## src/rtl/stim_pkg.sv

```systemverilog
// -----------------------------------------------------------------------------
// stim_pkg
// Shared definitions for the stimulus vector player.
//   - STIM_DEPTH / STIM_DW : default table depth and dwell-count width
//   - stim_step_t          : one step-table entry {vec, dwell}
//   - stim_state_e         : player FSM states
//   - I1_BIT..I4_BIT       : position of each detector input within vec
// -----------------------------------------------------------------------------
package stim_pkg;

    localparam int STIM_DEPTH = 16;
    localparam int STIM_DW    = 12;
    localparam int VEC_W      = 4;

    // Detector input positions inside the 4-bit vector {i4,i3,i2,i1}.
    localparam int I1_BIT = 0;
    localparam int I2_BIT = 1;
    localparam int I3_BIT = 2;
    localparam int I4_BIT = 3;

    // Table entry layout at the default dwell width; the RAM word places
    // vec above dwell in exactly this order for any DW.
    typedef struct packed {
        logic [VEC_W-1:0]   vec;
        logic [STIM_DW-1:0] dwell;
    } stim_step_t;

    typedef enum logic {
        IDLE = 1'b0,
        PLAY = 1'b1
    } stim_state_e;

endpackage

```

## src/rtl/stim_step_ram.sv

```systemverilog
// -----------------------------------------------------------------------------
// stim_step_ram
// DEPTH x (4+DW) step table: one synchronous write port, one combinational
// read port so the player can load the next step in the same cycle it
// decides to advance.
// Ports:
//   clk      in   clock
//   we       in   write enable
//   wr_addr  in   AW     write address
//   wr_data  in   4+DW   {vec, dwell}
//   rd_addr  in   AW     read address
//   rd_data  out  4+DW   {vec, dwell} at rd_addr
// -----------------------------------------------------------------------------
module stim_step_ram #(
    parameter  int DEPTH = 16,
    parameter  int DW    = 12,
    localparam int AW    = $clog2(DEPTH),
    localparam int WW    = 4 + DW
) (
    input  logic          clk,
    input  logic          we,
    input  logic [AW-1:0] wr_addr,
    input  logic [WW-1:0] wr_data,
    input  logic [AW-1:0] rd_addr,
    output logic [WW-1:0] rd_data
);

    logic [WW-1:0] mem_q [DEPTH];

    // NOTE: the table has no reset; its contents survive reset and are only
    // ever changed by explicit writes, which also keeps it mappable to RAM.
    always_ff @(posedge clk) begin
        if (we) begin
            mem_q[wr_addr] <= wr_data;
        end
    end

    assign rd_data = mem_q[rd_addr];

endmodule

```

## src/rtl/stim_vec_player.sv

```systemverilog
// -----------------------------------------------------------------------------
// stim_vec_player
// Plays a programmed table of 4-bit vectors into the sequence detector.
// Each step holds its vector for dwell+1 cycles; after the last step the
// vector returns to zero and done pulses for one cycle.
// Optional feature macro: STIM_VEC_PLAYER_LOOP_EN adds a 'loop' input; when
// latched high with start, playback wraps to step 0 forever (until abort).
// Ports:
//   clk, reset           clock, synchronous active-high reset
//   wr_en/addr/vec/dwell table write port (accepted in IDLE only)
//   len                  steps to play, sampled with start (clamped to DEPTH)
//   start, abort         begin playback / stop immediately without done
//   loop                 (macro only) repeat playback forever
//   vec_out              {i4,i3,i2,i1} to the detector
//   step_idx             step currently driven
//   step_strobe          pulse on the first cycle of each step
//   busy, done           playing / one-cycle completion pulse
// -----------------------------------------------------------------------------
module stim_vec_player
    import stim_pkg::*;
#(
    parameter  int DEPTH = STIM_DEPTH,
    parameter  int DW    = STIM_DW,
    localparam int AW    = $clog2(DEPTH)
) (
    input  logic          clk,
    input  logic          reset,
    input  logic          wr_en,
    input  logic [AW-1:0] wr_addr,
    input  logic [3:0]    wr_vec,
    input  logic [DW-1:0] wr_dwell,
    input  logic [AW:0]   len,
    input  logic          start,
    input  logic          abort,
`ifdef STIM_VEC_PLAYER_LOOP_EN
    input  logic          loop,
`endif
    output logic [3:0]    vec_out,
    output logic [AW-1:0] step_idx,
    output logic          step_strobe,
    output logic          busy,
    output logic          done
);

    localparam logic [AW:0] DEPTH_L = DEPTH[AW:0];

    stim_state_e   state_q;
    logic [3:0]    vec_q;
    logic [AW-1:0] step_q;
    logic          strobe_q;
    logic          busy_q;
    logic          done_q;
    logic [DW-1:0] cnt_q;
    logic [AW:0]   len_q;

    logic [AW-1:0] rd_addr;
    logic [DW+3:0] rd_data;
    logic [3:0]    rd_vec;
    logic [DW-1:0] rd_dwell;
    logic          last_step;
    logic          start_ok;
    logic          loop_en;
    logic [AW:0]   len_d;

    assign start_ok  = (state_q == IDLE) && start && !abort;
    assign len_d     = (len > DEPTH_L) ? DEPTH_L : len;
    assign last_step = ({1'b0, step_q} == (len_q - 1'b1));

    // In IDLE the read port points at step 0 so start can load it directly;
    // in PLAY it looks one step ahead, wrapping to 0 after the last step.
    assign rd_addr  = (state_q == PLAY && !last_step) ? step_q + 1'b1 : '0;
    assign rd_vec   = rd_data[DW +: 4];
    assign rd_dwell = rd_data[DW-1:0];

    stim_step_ram #(
        .DEPTH (DEPTH),
        .DW    (DW)
    ) u_ram (
        .clk     (clk),
        .we      (wr_en && (state_q == IDLE)),
        .wr_addr (wr_addr),
        .wr_data ({wr_vec, wr_dwell}),
        .rd_addr (rd_addr),
        .rd_data (rd_data)
    );

`ifdef STIM_VEC_PLAYER_LOOP_EN
    logic loop_q;

    always_ff @(posedge clk) begin
        if (reset) begin
            loop_q <= 1'b0;
        end else if (start_ok) begin
            loop_q <= loop;
        end
    end

    assign loop_en = loop_q;
`else
    assign loop_en = 1'b0;
`endif

    // NOTE: all state and registered outputs update with non-blocking
    // assignments so every branch sees the pre-edge values consistently.
    always_ff @(posedge clk) begin
        if (reset) begin
            state_q  <= IDLE;
            vec_q    <= '0;
            step_q   <= '0;
            strobe_q <= 1'b0;
            busy_q   <= 1'b0;
            done_q   <= 1'b0;
            cnt_q    <= '0;
            len_q    <= '0;
        end else begin
            strobe_q <= 1'b0;
            done_q   <= 1'b0;
            case (state_q)
                IDLE: begin
                    if (start_ok) begin
                        if (len == '0) begin
                            done_q <= 1'b1;
                        end else begin
                            state_q  <= PLAY;
                            len_q    <= len_d;
                            vec_q    <= rd_vec;
                            step_q   <= '0;
                            strobe_q <= 1'b1;
                            busy_q   <= 1'b1;
                            cnt_q    <= rd_dwell;
                        end
                    end
                end
                PLAY: begin
                    if (abort) begin
                        state_q <= IDLE;
                        vec_q   <= '0;
                        step_q  <= '0;
                        busy_q  <= 1'b0;
                        cnt_q   <= '0;
                    end else if (cnt_q != '0) begin
                        cnt_q <= cnt_q - 1'b1;
                    end else if (!last_step || loop_en) begin
                        // rd_addr already points at the next (or wrapped) step.
                        step_q   <= last_step ? '0 : step_q + 1'b1;
                        vec_q    <= rd_vec;
                        cnt_q    <= rd_dwell;
                        strobe_q <= 1'b1;
                    end else begin
                        state_q <= IDLE;
                        vec_q   <= '0;
                        step_q  <= '0;
                        busy_q  <= 1'b0;
                        done_q  <= 1'b1;
                    end
                end
                default: state_q <= IDLE;
            endcase
        end
    end

    assign vec_out     = vec_q;
    assign step_idx    = step_q;
    assign step_strobe = strobe_q;
    assign busy        = busy_q;
    assign done        = done_q;

endmodule

```

## config.mk

```make
export PLATFORM = sky130hd
export DESIGN_NAME = stim_vec_player
export DESIGN_NICKNAME = d
export VERILOG_FILES = /design/src/rtl/stim_pkg.sv /design/src/rtl/stim_step_ram.sv /design/src/rtl/stim_vec_player.sv
export SDC_FILE = /design/constraint.sdc
export NUM_CORES = 1
export LEC_CHECK = 0
export CAP_MARGIN = 40
export CELL_PAD_IN_SITES_DETAIL_PLACEMENT = 1
export CELL_PAD_IN_SITES_GLOBAL_PLACEMENT = 2
export CORE_MARGIN = 8
export CORE_UTILIZATION = 40
export DETAILED_ROUTE_END_ITERATION = 10
export GPL_ROUTABILITY_DRIVEN = 0
export GPL_TIMING_DRIVEN = 1
export PLACE_DENSITY_LB_ADDON = 0.12
export REMOVE_ABC_BUFFERS = 1
export SETUP_SLACK_MARGIN = 0.5
export SLEW_MARGIN = 40
export SYNTH_ARGS = -nofsm -noshare
export SYNTH_HDL_FRONTEND = slang
export SYNTH_SLANG_ARGS = --single-unit
```

## constraint.sdc

```tcl
create_clock -name clk -period 3.1 [get_ports clk]
set_clock_uncertainty 0.2 [all_clocks]
set_input_delay 0.465 -clock clk [delete_from_list [all_inputs] [get_ports clk]]
set_output_delay 0.465 -clock clk [all_outputs]
set_load 0.02 [all_outputs]
```

; ---- After elaboration in Yosys (flattened, before gate mapping)
; Memories as Yosys holds them, arrays and structs flattened.
; Index checks and enable logic that the tools add are counted.
[op_classes]
n_mux = 43
n_shift = 0
reduce_logical = 12
div_mod_pow = 0
n_eq_ne = 6
n_lt_le_gt_ge = 1
addsub = 3
mul = 0
n_bitwise = 2
[op_table]
columns = operator, count
row1 = 12-bit 2-to-1 mux, 5
row2 = 4-bit 2-to-1 mux, 11
row3 = 12-bit one-hot mux with 2 select lines, 1
row4 = 1-bit 2-to-1 mux, 19
row5 = 4-bit one-hot mux with 2 select lines, 2
row6 = 12-bit nonzero test, 1
row7 = "12-bit by 1-bit subtractor with 12-bit output, second input constant", 1
row8 = 3-bit AND reduction, 3
row9 = 1-bit one-hot mux with 2 select lines, 4
row10 = 4-bit by 5-bit == test with 1-bit output, 1
row11 = "5-bit greater-than comparator, second input constant", 1
row12 = 5-bit logical NOT, 1
row13 = 5-bit 2-to-1 mux, 1
row14 = "5-bit by 1-bit subtractor with 5-bit output, second input constant", 1
row15 = "4-bit by 1-bit adder with 4-bit output, second input constant", 1
row16 = 1-bit logical AND, 4
row17 = "2-bit inequality test, second input constant", 2
row18 = "4-bit by 3-bit inequality test with 1-bit output, second input constant", 1
row19 = 4-bit AND reduction, 1
row20 = "3-bit by 2-bit inequality test with 1-bit output, second input constant", 1
row21 = "3-bit inequality test, second input constant", 1
row22 = 1-bit logical NOT, 2
row23 = 1-bit NOT, 2
[word_totals]
rom_bits = 0
regBits = 29
memories = 1
inputBits = 30
output_inout_bits = 11
latch_bits = 0
ram_bits = 256
wordCells = 76
[mem_list]
columns = memory, words, word_bits, read_ports, rd_ports_with_merged_regs, wr, line_no
row1 = u_ram.mem_q, 16, 16, 1, 0, 1, stim_step_ram.sv:28  ; logic [WW-1:0] mem_q [DEPTH];

; ---- Logic depth before layout (Yosys ltp)
; Gate-level depths: netlist (run 1).
; An unclocked memory read counts as a cell.
[depth]
depth_word = 10
depth_mapped = 11
depth_no_buf = 9

; ---- Hierarchy
; Synthesis (run 1) repeated with hierarchy kept, for this count alone.
[hier_totals]
hier_cells = 625
area_unflattened_um2 = 11479.8
[by_module_without_submodules]
columns = module, area_per_inst_um2, cells_each, instances, seq_area_each_um2
row1 = stim_step_ram, 9721.8, 416, 1, 7687.4
row2 = stim_vec_player, 1757.9, 209, 1, 580.6

; ---- Least setup slack after synthesis (run 1)
; OpenSTA, ideal clock, no wires.
[synth_timing]
path_kind = reg2reg
from = register state_q
to = memory u_ram.mem_q[4][0] in the netlist's numbering (enable)
synth_period_minus_slack_ps = 2908
arrival_time_ps = 2299
path_buffers = 1
required_time_ps = 2491
path_slack_ps = 192
stages_incl_launch_ff = 6
cell_sequence = dfxtp_1 buf_2 clkinv_1 nand2_1 or3b_2 nor3_1
[synth_between]
elab_chain_cells = 4
[synth_rtl]
columns = item, line_no
row1 = from (decl), stim_vec_player.sv:47  ; stim_state_e state_q;
row2 = from (signal assigned), stim_vec_player.sv:107  ; state_q <= IDLE;
row3 = from (signal assigned), stim_vec_player.sv:124  ; state_q <= PLAY;
row4 = from (signal assigned), stim_vec_player.sv:136  ; state_q <= IDLE;
row5 = 1-bit NOT (no line), n/a
row6 = 1-bit logical AND, stim_vec_player.sv:80  ; .we (wr_en && (state_q == IDLE)),
row7 = 1-bit 2-to-1 mux, stim_step_ram.sv:33  ; if (we) begin
row8 = 1-bit 2-to-1 mux (not written as such), stim_step_ram.sv:34  ; mem_q[wr_addr] <= wr_data;
row9 = to (decl), stim_step_ram.sv:28
; Every way passes these cells.

; ---- Worst setup path in the final report (run 1)
[layout_timing]
from = register len_q[0]
to = register vec_q[3], in the netlist vec_out[3]
[layout_between]
elab_chain_cells = 10
word_cells_on_any_way = 12
[layout_rtl]
columns = item, line_no
row1 = from (decl), stim_vec_player.sv:54  ; logic [AW:0] len_q;
row2 = from (signal assigned), stim_vec_player.sv:125  ; len_q <= len_d;
row3 = 5-bit by 1-bit subtractor with 5-bit output *, stim_vec_player.sv:67  ; assign last_step = ({1'b0, step_q} == (len_q - 1'b1));
row4 = 4-bit by 5-bit == test with 1-bit output *, stim_vec_player.sv:67
row5 = 1-bit logical NOT, n/a
row6 = 1-bit logical AND, stim_vec_player.sv:71  ; assign rd_addr = (state_q == PLAY && !last_step) ? step_q + 1'b1 : '0;
row7 = 4-bit 2-to-1 mux, stim_vec_player.sv:71
row8 = memory 16 x 16 bit, n/a
row9 = 4-bit 2-to-1 mux, stim_vec_player.sv:143  ; end else if (!last_step || loop_en) begin
row10 = 4-bit 2-to-1 mux, stim_vec_player.sv:141  ; end else if (cnt_q != '0) begin
row11 = 4-bit 2-to-1 mux, stim_vec_player.sv:135  ; if (abort) begin
row12 = 4-bit one-hot mux with 2 select lines *, stim_vec_player.sv:118  ; case (state_q)
row13 = to (signal assigned), stim_vec_player.sv:126  ; vec_q <= rd_vec;
row14 = to (signal assigned), stim_vec_player.sv:146  ; vec_q <= rd_vec;
row15 = to (decl), stim_vec_player.sv:48  ; logic [3:0] vec_q;
; Every way passes the cells marked *; elsewhere a longest branch is shown, timed or not. The select of a mux whose other input is x is not followed.
; A chain may end at the register's enable or synchronous reset.

==> metrics, run 1 <==
max-cap violation count=0; TritonRoute pass-1 iters=4; fraction of registers with async set/reset=0; Max Fclk=360 MHz; # port buffers=40; DPL Wire Length=24,100 um; max-slew violations=0; Area after DPL=13,300 um^2; area grow syn2layout=26.9%; Post-CTS Hold Buffers=0; Final Net Count=999; Max-slew headroom=0.558; LEAKAGE=4.91 nW; largest net degree at the start of global routing=39; Hold WS=0.295 ns; WL met1=16,600 um; total wire length=38,000 um; largest cells by area after synthesis=edfxtp_1 (65%), dfxtp_1 (4.9%), mux4_2 (2.8%); clk sink count=285; Critical Path AT=3.03 ns; Cell Area, Synth=11,900 um^2; total grt overflow=0; layout cells sized above 1=0.293; worst-skew pair later-pin latency=0.56 ns; kind of critical path=register to register; Least-Margin Pin Slew=0.661 ns; reg2reg start=len_q[0]; Top Layer Used=met4; Num CTS Buffers=31; first-pass GRT wire length=54,800 um; Worst setup SP type=register; average size of a mapped cell=14.4 um^2; dominant synthesized flop cell=edfxtp_1; Synth Register Bits=285; routed len/inst=27.6 um; slowest CP cell=dfxtp_2; die footprint=35,500 um^2; critical path data required time=3.35 ns; final setup fails=0; drt first-iter violations=616; clock-pin slew on the worst setup and hold paths=0.07 ns; post-route ant nets=0; crit path to=vec_out[3]; Netlist cell types=75; status=finished, final reports clean; htree depth=1; fin crit period=2.78 ns; RSZ-0062 raised after global routing=true; Std-Cell Rows=63; CP endpoint kind=register; core area=29,500 um^2; slack of the worst reg-to-reg path=0.32 ns; Met3 Wirelength=2320 um; Peak VDD IR=0.526 mV; power per cell area=581 nW/um^2; CTS Root Cell=clkbuf_16; WP buf/inv=2; Die Ht=188 um; Final Hold Vio Count=0; Initial Util=0.403; Critical Path Start=len_q[0]; sequential share of the synthesized area=0.696; initial antenna violation count=0; top-count cell post-synth=edfxtp_1; antenna cells=0; routed via count=8,137; Finished Cell Area=15,100 um^2; CTS tree=yes; worst-path cell chain=inv_2, ha_4, o21ba_4, a221oi_4, o211ai_2, buf_4, and3_4, o221a_1, a211o_1, a32o_1; Final Cycle Share=0.895; Post-synth top cells=edfxtp_1 (256), a21oi_1 (59), nor2_1 (56); Post-Synthesis Cells=824; share of the synthesized area in the top cell type=0.647; CP max stage delay=0.34 ns; CP Max Fanout=7; Tot GR Track Use=0.205; Hold Path Class=register to register; CTS Buffer Depth=3; Reg2Reg Depth=10; io pins=41; post-layout util=0.512; routed wl met2=18,200 um; DRC viols=0; EDFF count, synth=256; vias in the first global route=8,519; yosys warns=0; Vias/cell=5.90; die width=188 um; post-synth top area cell=edfxtp_1; cell family with most CP delay=compound AO/OA/AOI/OAI gates; worst reg2reg endpoint=vec_out[3]; CP Depth=10
per-layer routing:
layer	track usage	vias up
met5	0	-
met2	0.334	267
li1	-	3548
met4	0.0583	0
met3	0.0416	61
met1	0.274	4261
logic make-up (layout without fill, tap and decap cells):
group | after synthesis | in the layout | synth area share
compound gates | 231 | 231 | 0.132
xor+xnor | 9 | 9 | 0.00663
fa+ha+maj | 4 | 4 | 0.00421
buf+inv | 55 | 221 | 0.0207
flops | 285 | 285 | 0.696
mux | 52 | 52 | 0.0608
simple gates | 188 | 188 | 0.0797
where the power goes:
| part | switching (W) | leakage, nW | internal, W | total, W |
|---|---|---|---|---|
| logic | 0.000495 | 1.85 | 0.000319 | 0.000813 |
| clock network | 0.00150 | 0.501 | 0.00211 | 0.00361 |
| registers | 0.0000782 | 2.55 | 0.00426 | 0.00434 |
| total | 0.00207 | 4.91 | 0.00669 | 0.00876 |
metrics by stage:
stage	power, W	TNS [ns]	std cells	worst slack (ns)
floorplan	0.00475	-31.04	776	-1.79
global route	0.00902	0	1380	0.244
finish	0.00876	0	1380	0.324
CTS	0.00877	0	1371	0.349
global placement	0.00510	0	1291	0.0614
detailed placement	0.00513	-0.0591	1291	-0.0591
worst min path at each step:
| stage | from | endpoint | slack, ns | cells after the start |
|---|---|---|---|---|
| finish | busy | busy | 0.30 | 2 |
| detailed placement | busy | busy | 0.28 | 2 |
| global placement | len_q[1] | len_q[1] | 0.27 | 2 |
| floorplan | len_q[1] | len_q[1] | 0.24 | 2 |
| global route | busy | busy | 0.33 | 2 |
| CTS | busy | busy | 0.30 | 2 |
repair_timing:
action / 4_1_cts / 5_1_grt
gates resized for setup: 63 / 47
gates cloned: 2 / 3
endpoints found under the setup margin: 59 / 69
setup buffers: 20 / 6
pin swaps: 28 / 27
registers in the layout (all words and copies together) (netlist names):
| name | count |
|---|---|
| state_q | 1 |
| step_idx | 4 |
| busy | 1 |
| vec_out | 4 |
| len_q | 5 |
| u_ram.mem_q | 256 |
| done | 1 |
| cnt_q | 12 |
| step_strobe | 1 |
layout by cell type, fill, tap and decap left out, types with 9 or more instances in the layout:
| cell | synthesis | layout |
|---|---|---|
| a211oi_1 | 13 | 9 |
| a21oi_1 | 59 | 58 |
| and2_1 | 12 | 11 |
| buf_4 | 1 | 94 |
| buf_6 | 2 | 11 |
| clkbuf_16 | 0 | 33 |
| clkdlybuf4s50_1 | 0 | 39 |
| dfxtp_1 | 29 | 23 |
| edfxtp_1 | 256 | 256 |
| mux2_2 | 12 | 12 |
| mux2i_1 | 25 | 25 |
| mux4_2 | 15 | 15 |
| nand2_1 | 42 | 41 |
| nand2b_1 | 15 | 14 |
| nand3_1 | 12 | 10 |
| nor2_1 | 56 | 42 |
| nor2_2 | 0 | 14 |
| nor3_1 | 15 | 10 |
| o21ai_0 | 54 | 44 |
worst min-delay path: stages, from the launching register on:
cell and delay, ns:
dfxtp_1 0.32, o21ai_0 0.07, a21oi_1 0.06
area by class of cell:
type	count	area [um^2]
Clock buffer	45	908
Clock inverter	13	103
Fill cell	2890	14400
Inverter	7	31.3
Multi-Input combinational cell	484	3840
Sequential cell	285	8280
Tap cell	390	488
Timing Repair Buffer	156	1440
(Power assumes the default switching activity.)
==> run 2, diff against run 1 <==
--- a/config.mk
+++ b/config.mk
@@ -5,11 +5,9 @@
 export SDC_FILE = /design/constraint.sdc
 export NUM_CORES = 1
 export LEC_CHECK = 0
-export CAP_MARGIN = 40
-export CELL_PAD_IN_SITES_DETAIL_PLACEMENT = 1
-export CELL_PAD_IN_SITES_GLOBAL_PLACEMENT = 2
+export CAP_MARGIN = 5
 export CORE_MARGIN = 8
-export CORE_UTILIZATION = 40
+export CORE_UTILIZATION = 55
 export DETAILED_ROUTE_END_ITERATION = 10
 export GPL_ROUTABILITY_DRIVEN = 0
 export GPL_TIMING_DRIVEN = 1
==> metrics, run 2 (same netlist as run 1, synthesis figures left out) <==
status=finished, final reports clean; vias in the first global route=8,018; DRC viols=0; CTS tree=yes; LEAKAGE=4.73 nW; drt first-iter violations=1,216; max-cap violation count=0; final setup fails=0; CP endpoint kind=register; clock-pin slew on the worst setup and hold paths=0.06 ns; most common cell after layout, fill and taps aside=edfxtp_1; worst hold start=vec_out[1]; kind of critical path=register to register; Post-CTS Hold Buffers=0; most frequent cells in the layout=edfxtp_1 (256), buf_4 (85), a21oi_1 (55); area grow syn2layout=22.9%; Peak VDD IR=0.381 mV; slack of the worst reg-to-reg path=0.36 ns; # port buffers=40; number of flip-flops in the largest register=256; post-route ant nets=0; Worst setup SP type=register; net load switching power=0.00192 W; largest net degree at the start of global routing=35; internal power=0.00633 W; Std-Cell Rows=53; fin crit period=2.74 ns; worst-skew pair later-pin latency=0.54 ns; Final Cycle Share=0.883; die width=163 um; part of the power in combinational logic=0.092; Critical Path Start=len_q[0]; Initial Util=0.564; TritonRoute pass-1 iters=5; Least-Margin Pin Slew=0.758 ns; Final Net Count=986; antenna cells=0; CP Max Fanout=7; CTS Buffer Depth=3; Multi-input gate area=3820 um^2; Filler cells=1,389; Reg2Reg Depth=13; total grt overflow=0; htree depth=1; Sequential Power Share=0.524; Sw Share=0.233; max-slew violations=0; first-pass GRT wire length=50,700 um; Tot GR Track Use=0.254; routed len/inst=27.3 um; initial antenna violation count=1; io pins=41; critical path data required time=3.36 ns; routed via count=8,238; layout cells sized above 1=0.267; Hold Path Class=register to register; sequential standard cell area=8280 um^2; Die Ht=163 um; Critical Path AT=2.99 ns; clk sink count=285; Hold Crit Depth=1; die footprint=26,600 um^2; Power, Total=0.00826 W; Clk pwr share=0.383; worst reg2reg endpoint=cnt_q[3]; Vias/cell=6.61; biggest regs=u_ram.mem_q x256, cnt_q x12, len_q x5; Final Hold Vio Count=0; total wire length=34,000 um; Num CTS Buffers=29; reg2reg start=len_q[0]; RSZ-0062 raised after global routing=true; Biggest register=u_ram.mem_q; Max Fclk=365 MHz; CTS Root Cell=clkbuf_16; DPL Wire Length=21,300 um; Hold WS=0.302 ns; WHS Endpoint=vec_out[1]; core area=21,100 um^2; power per cell area=565 nW/um^2; Max-slew headroom=0.493
==> run 2: area by class of cell <==
cell class                 instances  share of cell area
sequential                       285               0.567
multi-input combinational        484               0.261
timing repair buffer             145              0.0888
clock buffer                      33              0.0507
tap                              275              0.0236
clock inverter                    17             0.00728
inverter                           7             0.00180
==> run 2: repair_timing <==
item                       CTS  global route
pin swaps                   15            29
gates resized for setup     45            62
setup endpoints to repair   17            19
cloned                       2             1
setup buffers               17             9
==> run 2: critical path: stages, from the launching register on <==
cell and delay, ns:
dfxtp_2 0.33, inv_2 0.04, ha_4 0.17, xnor2_2 0.19, a221oi_4 0.10, o211ai_4 0.27
buf_6 0.18, nand3_1 0.11, buf_6 0.15, buf_4 0.15, a311oi_2 0.28, a211oi_1 0.08
buf_4 0.16, o32ai_2 0.24
==> run 2: power by group through the flow <==
stage / sequential, W / clock [W] / combinational [W]
6_report: 0.00433 / 0.00317 / 0.000763
5_1_grt: 0.00434 / 0.00335 / 0.000811
4_1_cts: 0.00432 / 0.00320 / 0.000710
3_5_place_dp: 0.00440 / 0 / 0.000680
3_3_place_gp: 0.00440 / 0 / 0.000658
2_1_floorplan: 0.00441 / 0 / 0.000339
==> run 2: per-stage QoR <==
| stage | std cells | setup slack [ns] | setup TNS, ns | cell area [um^2] | utilization |
|---|---|---|---|---|---|
| 3_5_place_dp | 1167 | 0.00226 | 0 | 13100 | 0.620 |
| 2_1_floorplan | 776 | -1.79 | -31.04 | 11700 | - |
| 3_3_place_gp | 1167 | 0.101 | 0 | 13100 | 0.620 |
| 5_1_grt | 1246 | 0.243 | 0 | 14600 | 0.693 |
| 4_1_cts | 1236 | 0.339 | 0 | 14300 | 0.677 |
| 6_report | 1246 | 0.364 | 0 | 14600 | 0.693 |
==> run 2: worst max-delay path by stage <==
stage | to | slack (ns) | depth (start not counted)
final | cnt_q[3] | 0.36 | 13
after global routing | cnt_q[3] | 0.24 | 13
after CTS | vec_out[3] | 0.34 | 10
after detailed placement | cnt_q[4] | 0.002 | 10
after global placement | cnt_q[4] | 0.10 | 10
after floorplan | cnt_q[3] | -1.79 | 7
==> run 2: routing by layer <==
layer | vias up | track usage | share of wire
li1 | 3518 | - | -
met1 | 4079 | 0.365 | 0.40
met2 | 538 | 0.380 | 0.45
met3 | 101 | 0.0491 | 0.11
met4 | 2 | 0.0951 | 0.039
met5 | - | 0 | 0.00038
==> run 3, diff against run 2 <==
--- a/config.mk
+++ b/config.mk
@@ -9,8 +9,6 @@
 export CORE_MARGIN = 8
 export CORE_UTILIZATION = 55
 export DETAILED_ROUTE_END_ITERATION = 10
-export GPL_ROUTABILITY_DRIVEN = 0
-export GPL_TIMING_DRIVEN = 1
 export PLACE_DENSITY_LB_ADDON = 0.12
 export REMOVE_ABC_BUFFERS = 1
 export SETUP_SLACK_MARGIN = 0.5
==> metrics, run 3 (same netlist as run 1, synthesis figures left out) <==
slowest CP cell=dfxtp_2; part of the power in combinational logic=0.092; total wire length=34,000 um; Clk pwr share=0.396; most frequent cells in the layout=edfxtp_1 (256), buf_4 (80), a21oi_1 (58); antenna cells=0; status=finished, final reports clean; Die Ht=163 um; layout cells sized above 1=0.258; drt first-iter violations=947; CTS Buffer Depth=3; # port buffers=40; net load switching power=0.00193 W; placed instance count=1,170; Sequential Power Share=0.512; CP max stage delay=0.34 ns; first-pass GRT wire length=49,800 um; Routability Congestion=0.895; biggest regs=u_ram.mem_q x256, cnt_q x12, len_q x5; largest net degree at the start of global routing=46; Tot GR Track Use=0.252; WP buf/inv=3; Hold Path Class=input pin to register; RSZ-0062 raised after global routing=true; max-cap violation count=0; number of flip-flops in the largest register=256; routed len/inst=27.3 um; critical path data required time=3.33 ns; Max Fclk=371 MHz; reg2reg start=len_q[1]; Least-Margin Pin Slew=0.786 ns; initial antenna violation count=0; total grt overflow=0; LEAKAGE=4.74 nW; Std-Cell Rows=53; Post-CTS Hold Buffers=0; Final Cycle Share=0.869; Biggest register=u_ram.mem_q; Multi-input gate area=3730 um^2; Final Net Count=980; io pins=41; final setup fails=0; die width=163 um; CP Max Fanout=12; Critical Path AT=2.92 ns; TritonRoute pass-1 iters=6; cell family with most CP delay=compound AO/OA/AOI/OAI gates; Crit path top cell by count=buf_4; Initial Util=0.564; power per cell area=582 nW/um^2; worst hold start=wr_dwell[8]; Sw Share=0.228; kind of critical path=register to register; Final Hold Vio Count=0; vias in the first global route=7,894; sequential standard cell area=8270 um^2; Finished Layout Cells=1,243; clk sink count=285; routed via count=8,100; most common cell after layout, fill and taps aside=edfxtp_1; Critical Path Start=len_q[1]; htree depth=1; Power, Total=0.00847 W; die footprint=26,600 um^2; DRC viols=0; Peak VDD IR=0.433 mV; Finished Cell Area=14,600 um^2; clock-pin slew on the worst setup and hold paths=0.06 ns; worst-path cell chain=inv_2, ha_4, o21ba_4, a221oi_4, buf_4, o211a_4, nor2_1, buf_4, a221oi_1, nand2_1, a32o_2; fin crit period=2.69 ns; post-route setup TNS=0 ns; CTS tree=yes; max-slew violations=0; worst-skew pair later-pin latency=0.54 ns; area grow syn2layout=22.4%; CP endpoint kind=register; Vias/cell=6.52; core area=21,100 um^2; post-layout util=0.690; internal power=0.00653 W; CTS Root Cell=clkbuf_16; Area after DPL=13,100 um^2; Num CTS Buffers=28; Filler cells=1,430; Worst setup SP type=register; post-route ant nets=0; Max-slew headroom=0.474; DPL Wire Length=21,600 um
run 3: cell types whose count changed in the layout (fill, tap and decap cells not counted), sizes merged:
cell | before | now
bufinv | 1 | 2
dlymetal6s2s | 1 | 0
o211a | 1 | 2
clkbuf | 34 | 39
nand3 | 13 | 14
clkinv | 15 | 10
buf | 104 | 99
run 3: path summary, 6_finish.rpt:
path / endpoint / slack, ns / depth (start not counted)
worst max-delay path: vec_out[3] / 0.41 / 11
worst min-delay path: u_ram.mem_q[0][8] / 0.22 / 1
worst max register to register: vec_out[3] / 0.41 / 11
worst min register to register: busy / 0.29 / 2
run 3: repair_timing:
| action | in CTS | in global routing |
|---|---|---|
| endpoints found under the setup margin | 18 | 16 |
| setup buffers | 12 | 6 |
| cloned | 2 | 1 |
| gates resized for setup | 44 | 36 |
| pin swaps | 10 | 17 |
run 3: area by class of cell:
class | count | share of cell area
clock buffer | 39 | 0.0552
clock inverter | 13 | 0.00791
inverter | 7 | 0.00181
multi-input combinational | 486 | 0.257
sequential | 285 | 0.569
tap | 275 | 0.0236
timing repair buffer | 138 | 0.0862
run 3: per-layer routing:
layer | part of all wire | vias up | GRT usage
met4 | 0.036 | 0 | 0.0984
met3 | 0.11 | 81 | 0.0639
met2 | 0.44 | 519 | 0.369
li1 | - | 3528 | -
met5 | 0 | - | 0
met1 | 0.41 | 3972 | 0.355
run 3: metrics by stage:
step	worst slack [ns]	hold WS [ns]
floorplan	-1.79	0.239
global placement	0.147	0.263
detailed placement	0.0888	0.289
CTS	0.476	0.299
global route	0.345	0.212
finish	0.407	0.223
run 3: power by group through the flow:
stage / clock network (W) / logic [W] / registers [W]
after detailed placement: 0 / 0.000686 / 0.00441
final: 0.00336 / 0.000777 / 0.00433
after global placement: 0 / 0.000672 / 0.00440
after global routing: 0.00353 / 0.000818 / 0.00434
after floorplan: 0 / 0.000339 / 0.00441
after CTS: 0.00340 / 0.000732 / 0.00433
